[src/rtl/cache_pkg.sv]
// Shared fetch command encodings and fetch FSM state type.
// Used by cache_fetch_unit (optional rlast check: CACHE_FETCH_RLAST_CHK_EN).
package cache_pkg;

  localparam logic [1:0] FETCH_NOP  = 2'b00;
  localparam logic [1:0] FETCH_FILL = 2'b01;
  localparam logic [1:0] FETCH_ZERO = 2'b10;

  typedef enum logic [2:0] {
    ST_IDLE = 3'd0,
    ST_ADDR = 3'd1,
    ST_DATA = 3'd2,
    ST_ZERO = 3'd3,
    ST_DONE = 3'd4
  } fetch_state_e;

endpackage

[src/rtl/cache_fetch_unit.sv]
// Line fetch engine: fills or zeroes one cache line slot per request.
// Define CACHE_FETCH_RLAST_CHK_EN to enable the sticky bus_rlast check.
module cache_fetch_unit
  import cache_pkg::*;
#(
  parameter int addr_width = 32,
  parameter int list_depth = 4,
  parameter int data_width = 32,
  parameter int list_width = 32
) (
  input  logic                       clk,
  input  logic                       rst_n,
  input  logic                       fetch_req,
  input  logic [1:0]                 fetch_cmd,
  input  logic [$clog2(list_depth)-1:0] fetch_tag,
  input  logic [addr_width-1:0]      fetch_addr,
  output logic                       fetch_gnt,
  output logic                       fetch_done,
  output logic [$clog2(list_depth)-1:0] done_tag,
  output logic                       bus_req,
  output logic [addr_width-1:0]      bus_addr,
  input  logic                       bus_gnt,
  input  logic                       bus_rvalid,
  output logic                       bus_rready,
  input  logic [data_width-1:0]      bus_rdata,
  input  logic                       bus_rlast,
  output logic [$clog2(list_depth)+$clog2(list_width)-1:0] fill_waddr,
  output logic                       fill_wen,
  output logic [data_width-1:0]      fill_wdata,
  input  logic                       fill_wready,
  output logic                       fetch_err
);

  localparam int TW = $clog2(list_depth);
  localparam int BW = $clog2(list_width);
  localparam logic [BW-1:0] LAST = BW'(list_width - 1);

  fetch_state_e state_q;
  fetch_state_e state_d;

  logic [TW-1:0]            tag_q;
  logic [addr_width-BW-1:0] line_q;
  logic [BW-1:0]            beat_q;
  logic                     wen_q;
  logic [data_width-1:0]    wdata_q;

  logic grant;
  logic wr_acc;
  logic last_wr;
  logic hold_last;
  logic rready;
  logic beat_acc;

  assign grant     = rst_n && (state_q == ST_IDLE) && fetch_req;
  assign wr_acc    = wen_q && fill_wready;
  assign last_wr   = wr_acc && (beat_q == LAST);
  assign hold_last = wen_q && (beat_q == LAST);

  // Once the final beat sits in the register, no further beat is taken.
  assign rready   = (state_q == ST_DATA)
                 && (!wen_q || fill_wready)
                 && !hold_last;
  assign beat_acc = bus_rvalid && rready;

  always_comb begin
    state_d = state_q;
    unique case (state_q)
      ST_IDLE: begin
        if (fetch_req) begin
          case (fetch_cmd)
            FETCH_FILL: state_d = ST_ADDR;
            FETCH_ZERO: state_d = ST_ZERO;
            default:    state_d = ST_DONE;
          endcase
        end
      end
      ST_ADDR: if (bus_gnt) state_d = ST_DATA;
      ST_DATA: if (last_wr) state_d = ST_DONE;
      ST_ZERO: if (last_wr) state_d = ST_DONE;
      ST_DONE: state_d = ST_IDLE;
      default: state_d = ST_IDLE;
    endcase
  end

  always_ff @(posedge clk or negedge rst_n) begin
    if (!rst_n) begin
      state_q <= ST_IDLE;
      tag_q   <= '0;
      line_q  <= '0;
    end else begin
      state_q <= state_d;
      if (grant) begin
        tag_q  <= fetch_tag;
        line_q <= fetch_addr[addr_width-1:BW];
      end
    end
  end

  always_ff @(posedge clk or negedge rst_n) begin
    if (!rst_n) begin
      beat_q <= '0;
    end else if (wr_acc) begin
      beat_q <= beat_q + 1'b1;
    end
  end

  // Single output register feeding the line array.
  always_ff @(posedge clk or negedge rst_n) begin
    if (!rst_n) begin
      wen_q   <= 1'b0;
      wdata_q <= '0;
    end else begin
      unique case (state_q)
        ST_IDLE: begin
          if (grant && fetch_cmd == FETCH_ZERO) begin
            wen_q   <= 1'b1;
            wdata_q <= '0;
          end
        end
        ST_DATA: begin
          if (beat_acc) begin
            wen_q   <= 1'b1;
            wdata_q <= bus_rdata;
          end else if (wr_acc) begin
            wen_q <= 1'b0;
          end
        end
        ST_ZERO: if (last_wr) wen_q <= 1'b0;
        default: wen_q <= 1'b0;
      endcase
    end
  end

  assign fetch_gnt  = grant;
  assign fetch_done = (state_q == ST_DONE);
  assign done_tag   = fetch_done ? tag_q : '0;
  assign bus_req    = (state_q == ST_ADDR);
  assign bus_addr   = {line_q, {BW{1'b0}}};
  assign bus_rready = rready;
  assign fill_waddr = {tag_q, beat_q};
  assign fill_wen   = wen_q;
  assign fill_wdata = wdata_q;

  logic unused_addr;
  assign unused_addr = ^fetch_addr[BW-1:0];

`ifdef CACHE_FETCH_RLAST_CHK_EN
  logic          err_q;
  logic [BW-1:0] rx_idx;

  // Index of the incoming beat: beats written plus the one held.
  assign rx_idx = beat_q + BW'(wen_q);

  always_ff @(posedge clk or negedge rst_n) begin
    if (!rst_n) begin
      err_q <= 1'b0;
    end else if (beat_acc && (bus_rlast != (rx_idx == LAST))) begin
      err_q <= 1'b1;
    end
  end

  assign fetch_err = err_q;
`else
  logic unused_rlast;
  assign unused_rlast = bus_rlast;
  assign fetch_err    = 1'b0;
`endif

endmodule

[config.mk]
export PLATFORM = sky130hd
export DESIGN_NAME = cache_fetch_unit
export DESIGN_NICKNAME = d
export VERILOG_FILES = /design/src/rtl/cache_pkg.sv /design/src/rtl/cache_fetch_unit.sv
export SDC_FILE = /design/constraint.sdc
export NUM_CORES = 1
export LEC_CHECK = 0
export CORE_MARGIN = 1.5
export CORE_UTILIZATION = 35
export CTS_CLUSTER_SIZE = 25
export DETAILED_ROUTE_END_ITERATION = 7
export DONT_BUFFER_PORTS = 1
export GPL_TIMING_DRIVEN = 0
export PLACE_DENSITY_LB_ADDON = 0.1
export SLEW_MARGIN = 25
export SYNTH_ARGS = -nofsm -noshare
export SYNTH_HDL_FRONTEND = slang
export SYNTH_SLANG_ARGS = --single-unit
[constraint.sdc]
create_clock -name clk -period 2.9 [get_ports clk]
set_clock_uncertainty 0.15 [all_clocks]
set_input_delay 0.58 -clock clk [delete_from_list [all_inputs] [get_ports clk]]
set_output_delay 0.58 -clock clk [all_outputs]
set_load 0.02 [all_outputs]
==> results list <==
- The flow ran to the end, and the final reports show no timing, DRC or antenna violations.
- Input and output buffers added on the ports amount to 0.
- Biggest cell delay along the critical path: 530 ps
- For this design, the slowest cell found on the critical path is a2111oi_4.
- Final Util: 42.3%
* Pin count of the biggest net entering global routing: 71
* Family with the most delay on the worst path: compound AO/OA/AOI/OAI gates
* Proportion of synthesized chip area in sequential cells: 61.6%
- TritonCTS clock tree: built
- Summed over all nets, the half-perimeter wirelength after detailed placement is 4.42 mm.
- Initial core utilization: 36.4%
- Routed length per placed instance: 19.0 µm
- The worst hold path belongs to the class in2reg.
- The number of endpoints with negative hold slack in the final report is 0.
* Kind of end point of the critical path: output pin
- Relative contribution of combinational cells to total power: 23.5%
* Die H: 93.2 µm
- The H-tree was split into 3 levels.
- Max VDD drop: 0.451 mV
* Cell chain of the critical path: ha_4 > and3_1 > ha_4 > nand2b_4 > a2111oi_4
* Share of synthesized registers carrying an async set or reset: 100%
* Antenna violations before repair: 0
* Synth cell count leaders: dfrtp_1, a22o_1, mux2_2
- Startpoint-to-endpoint class of the critical path: reg2out
- Shortest period the worst path allows: 2830 ps
* Top achievable clock speed: 0.354 GHz
- Relative slew margins: 62.6%
- Setup slack closes at 71.8 ps.
* Arrival time at the worst endpoint: 2100 ps
- Number of iterations in the first detailed-routing pass: 4
- LEAKAGE: 1.50 nW
* Global-route wire length before repair: 9.58 mm
- Cell count after synthesis: 205
- Vias/cell: 5.24
* RePlAce Congestion: 0.692
- Detailed routing inserted a total of 1734 vias.
- The final-report max-slew violation count is 0.
- Total Routed Length: 6.27 mm
- Worst path bufs/invs: 0
- Worst setup slack after placement: -70.8 ps
- The longest clock path from root to sink contains 2 buffers.
- Via count of the first global-routing pass: 1828
- Net switching is 42.3% of the power.
* Number of library cell types mapped by synthesis: 31
- The synthesized design contains 0 enable-type register cells.
* Antenna diodes: 0
- Number of synthesized register bits: 70
- Root Buffer: clkbuf_8
* Top Ports: 154
- Synth Flop Type: dfrtp_1
* Clock Sink Count: 70
- The area growth from synthesis to layout is 16.0%.
- Count of unresolved DRC violations after routing: 0
- Yosys synthesis warning count: 0
* Width of the die: 93.2 µm
- After clock tree synthesis, the clock-pin slew on the worst setup and hold paths is 80 ps.
* Seq pwr share: 57.5%
* Net load switching power: 1.76 mW
* Yosys top cell by area: dfrtp_1
- For this run the aggregate overflow at the end of global routing stands at 0.
* Routed Antenna Nets: 0
* GRT Resource Usage Total: 14.7%
- In this run, the number of DRC markers left after iteration 0 of detailed routing was 48.
- Final net count: 304
- In the post-synthesis netlist, the biggest area contributors are dfrtp_1, mux2_2, a22o_1.
- Proportion of netlist area held by the largest area contributor: 61.6%
* Total number of placement rows: 32
- Die area: 8680 µm²
- Final Cycle Share: 97.5%
- Core area: 7810 µm²
- Cells with a size suffix above 1 make up 32.3% of the layout.
- The tool flagged a number of max-cap violations equal to 0.
- Startpoint types: register
- Largest fanout on the critical path: 5
* Most prevalent standard cell on the critical path: ha_4
* Required time worst endpoint: 2170 ps
* Worst slew pin tran: 562 ps
* Power density relative to cell area: 1260 nW/µm²
* Post-synthesis instance area: 2850 µm²
* Power Internal: 2.40 mW
- In the post-synthesis netlist, the cell with the most instances is dfrtp_1.
- Setup violations remaining at the end of the flow were counted as 0.
- In this run, the clock network consumes 18.9% of the power.
- The number of clock buffers added by TritonCTS is 9.
* Average footprint of a synthesized cell: 13.9 µm²
- At the later pin of the worst-skew pair, clock insertion delay measures 340 ps.
## power by group through the flow
| stage | logic, mW | registers, mW | clock network [mW] |
|---|---|---|---|
| after floorplan | 0.764 | 2.27 | 0 |
| after global placement | 0.855 | 2.39 | 0 |
| after detailed placement | 0.915 | 2.39 | 0 |
| after CTS | 0.967 | 2.39 | 0.806 |
| after global routing | 1.10 | 2.45 | 0.857 |
| final | 0.978 | 2.39 | 0.786 |
## layer usage
metal	wire length, µm	up-vias	GRT usage [%]
li1	-	769	-
met1	2530	867	18.0
met2	3140	88	23.2
met3	526	10	5.93
met4	72	0	5.30
met5	0	-	0
## worst reg2reg max path, delay by kind of cell, from the launching register on
family	cells	cell delay [ps]
compound gates	2	580
simple gates	3	550
flops	1	490
fa+ha+maj	2	370
buf+inv	1	210
## stage by stage
stage          instances  power, mW  setup TNS (ps)  hold slack (ps)  cell area [µm²]
3_3_place_gp         312       3.25          -0.507              136             3000
5_1_grt              331       4.40           -7.24              206             3300
6_report             331       4.15               0              225             3300
4_1_cts              330       4.16               0              207             3270
3_5_place_dp         312       3.31           -1640              136             3000
2_1_floorplan        210       3.04               0              134             2870
## placed cells by master (no fill, tap or decap), types with 3 or more instances in the layout
cell type,instances
a21oi_1,3
a22o_1,32
and2_1,3
buf_2,10
buf_4,8
clkbuf_1,3
clkbuf_8,10
conb_1,6
dfrtp_1,68
inv_1,3
mux2_2,31
nand2_1,7
nor2_1,5
nor2b_1,3
o21ai_0,3
## cells by family (layout without fill, tap and decap cells)
| family | Yosys count | after routing | share of synthesized area [%] |
|---|---|---|---|
| flip-flops | 70 | 70 | 61.6 |
| AND/OR/NAND/NOR | 30 | 30 | 5.89 |
| multiplexers | 31 | 31 | 12.3 |
| XOR/XNOR | 3 | 3 | 0.924 |
| buffers and inverters | 22 | 41 | 4.13 |
| other | 1 | 6 | 0.132 |
| adder cells (fa/ha/maj) | 4 | 4 | 1.76 |
| AO/OA/AOI/OAI | 44 | 44 | 13.3 |
## timing repair
item	4_1_cts	5_1_grt
setup buffers	1	1
pin swaps	1	2
gates resized for setup	7	3
hold buffers	2	0
setup endpoints to repair	33	1
endpoints found under the hold margin	70	0
## cell type report
| type | instances | area (µm²) |
|---|---|---|
| Fill cell | 737 | 4510 |
| Sequential cell | 70 | 1750 |
| Multi-Input combinational cell | 118 | 1050 |
| Clock buffer | 10 | 138 |
| Tap cell | 102 | 128 |
| Buffer | 19 | 106 |
| Clock inverter | 5 | 58.8 |
| Timing Repair Buffer | 4 | 52.6 |
| Inverter | 3 | 11.3 |
## flip-flops by register name, indices dropped and copies added, names as in the netlist
register / cells
fill_wdata: 32
line_q: 27
beat_q: 5
state_q: 3
tag_q: 2
fill_wen: 1
## final timing paths
kind | startpoint | to | slack (ps) | cells after the start
worst max register to register | beat_q[0] | fill_wdata[1] | 440 | 8
max in group asynchronous | rst_n | line_q[25] | 1690 | 2
min in group asynchronous | rst_n | beat_q[3] | 630 | 2
worst max-delay path | beat_q[0] | bus_rready | 70 | 5
worst min register to register | beat_q[0] | beat_q[0] | 480 | 1
worst min-delay path | bus_rdata[30] | fill_wdata[30] | 230 | 1
Power figures use the tool's default switching activity.
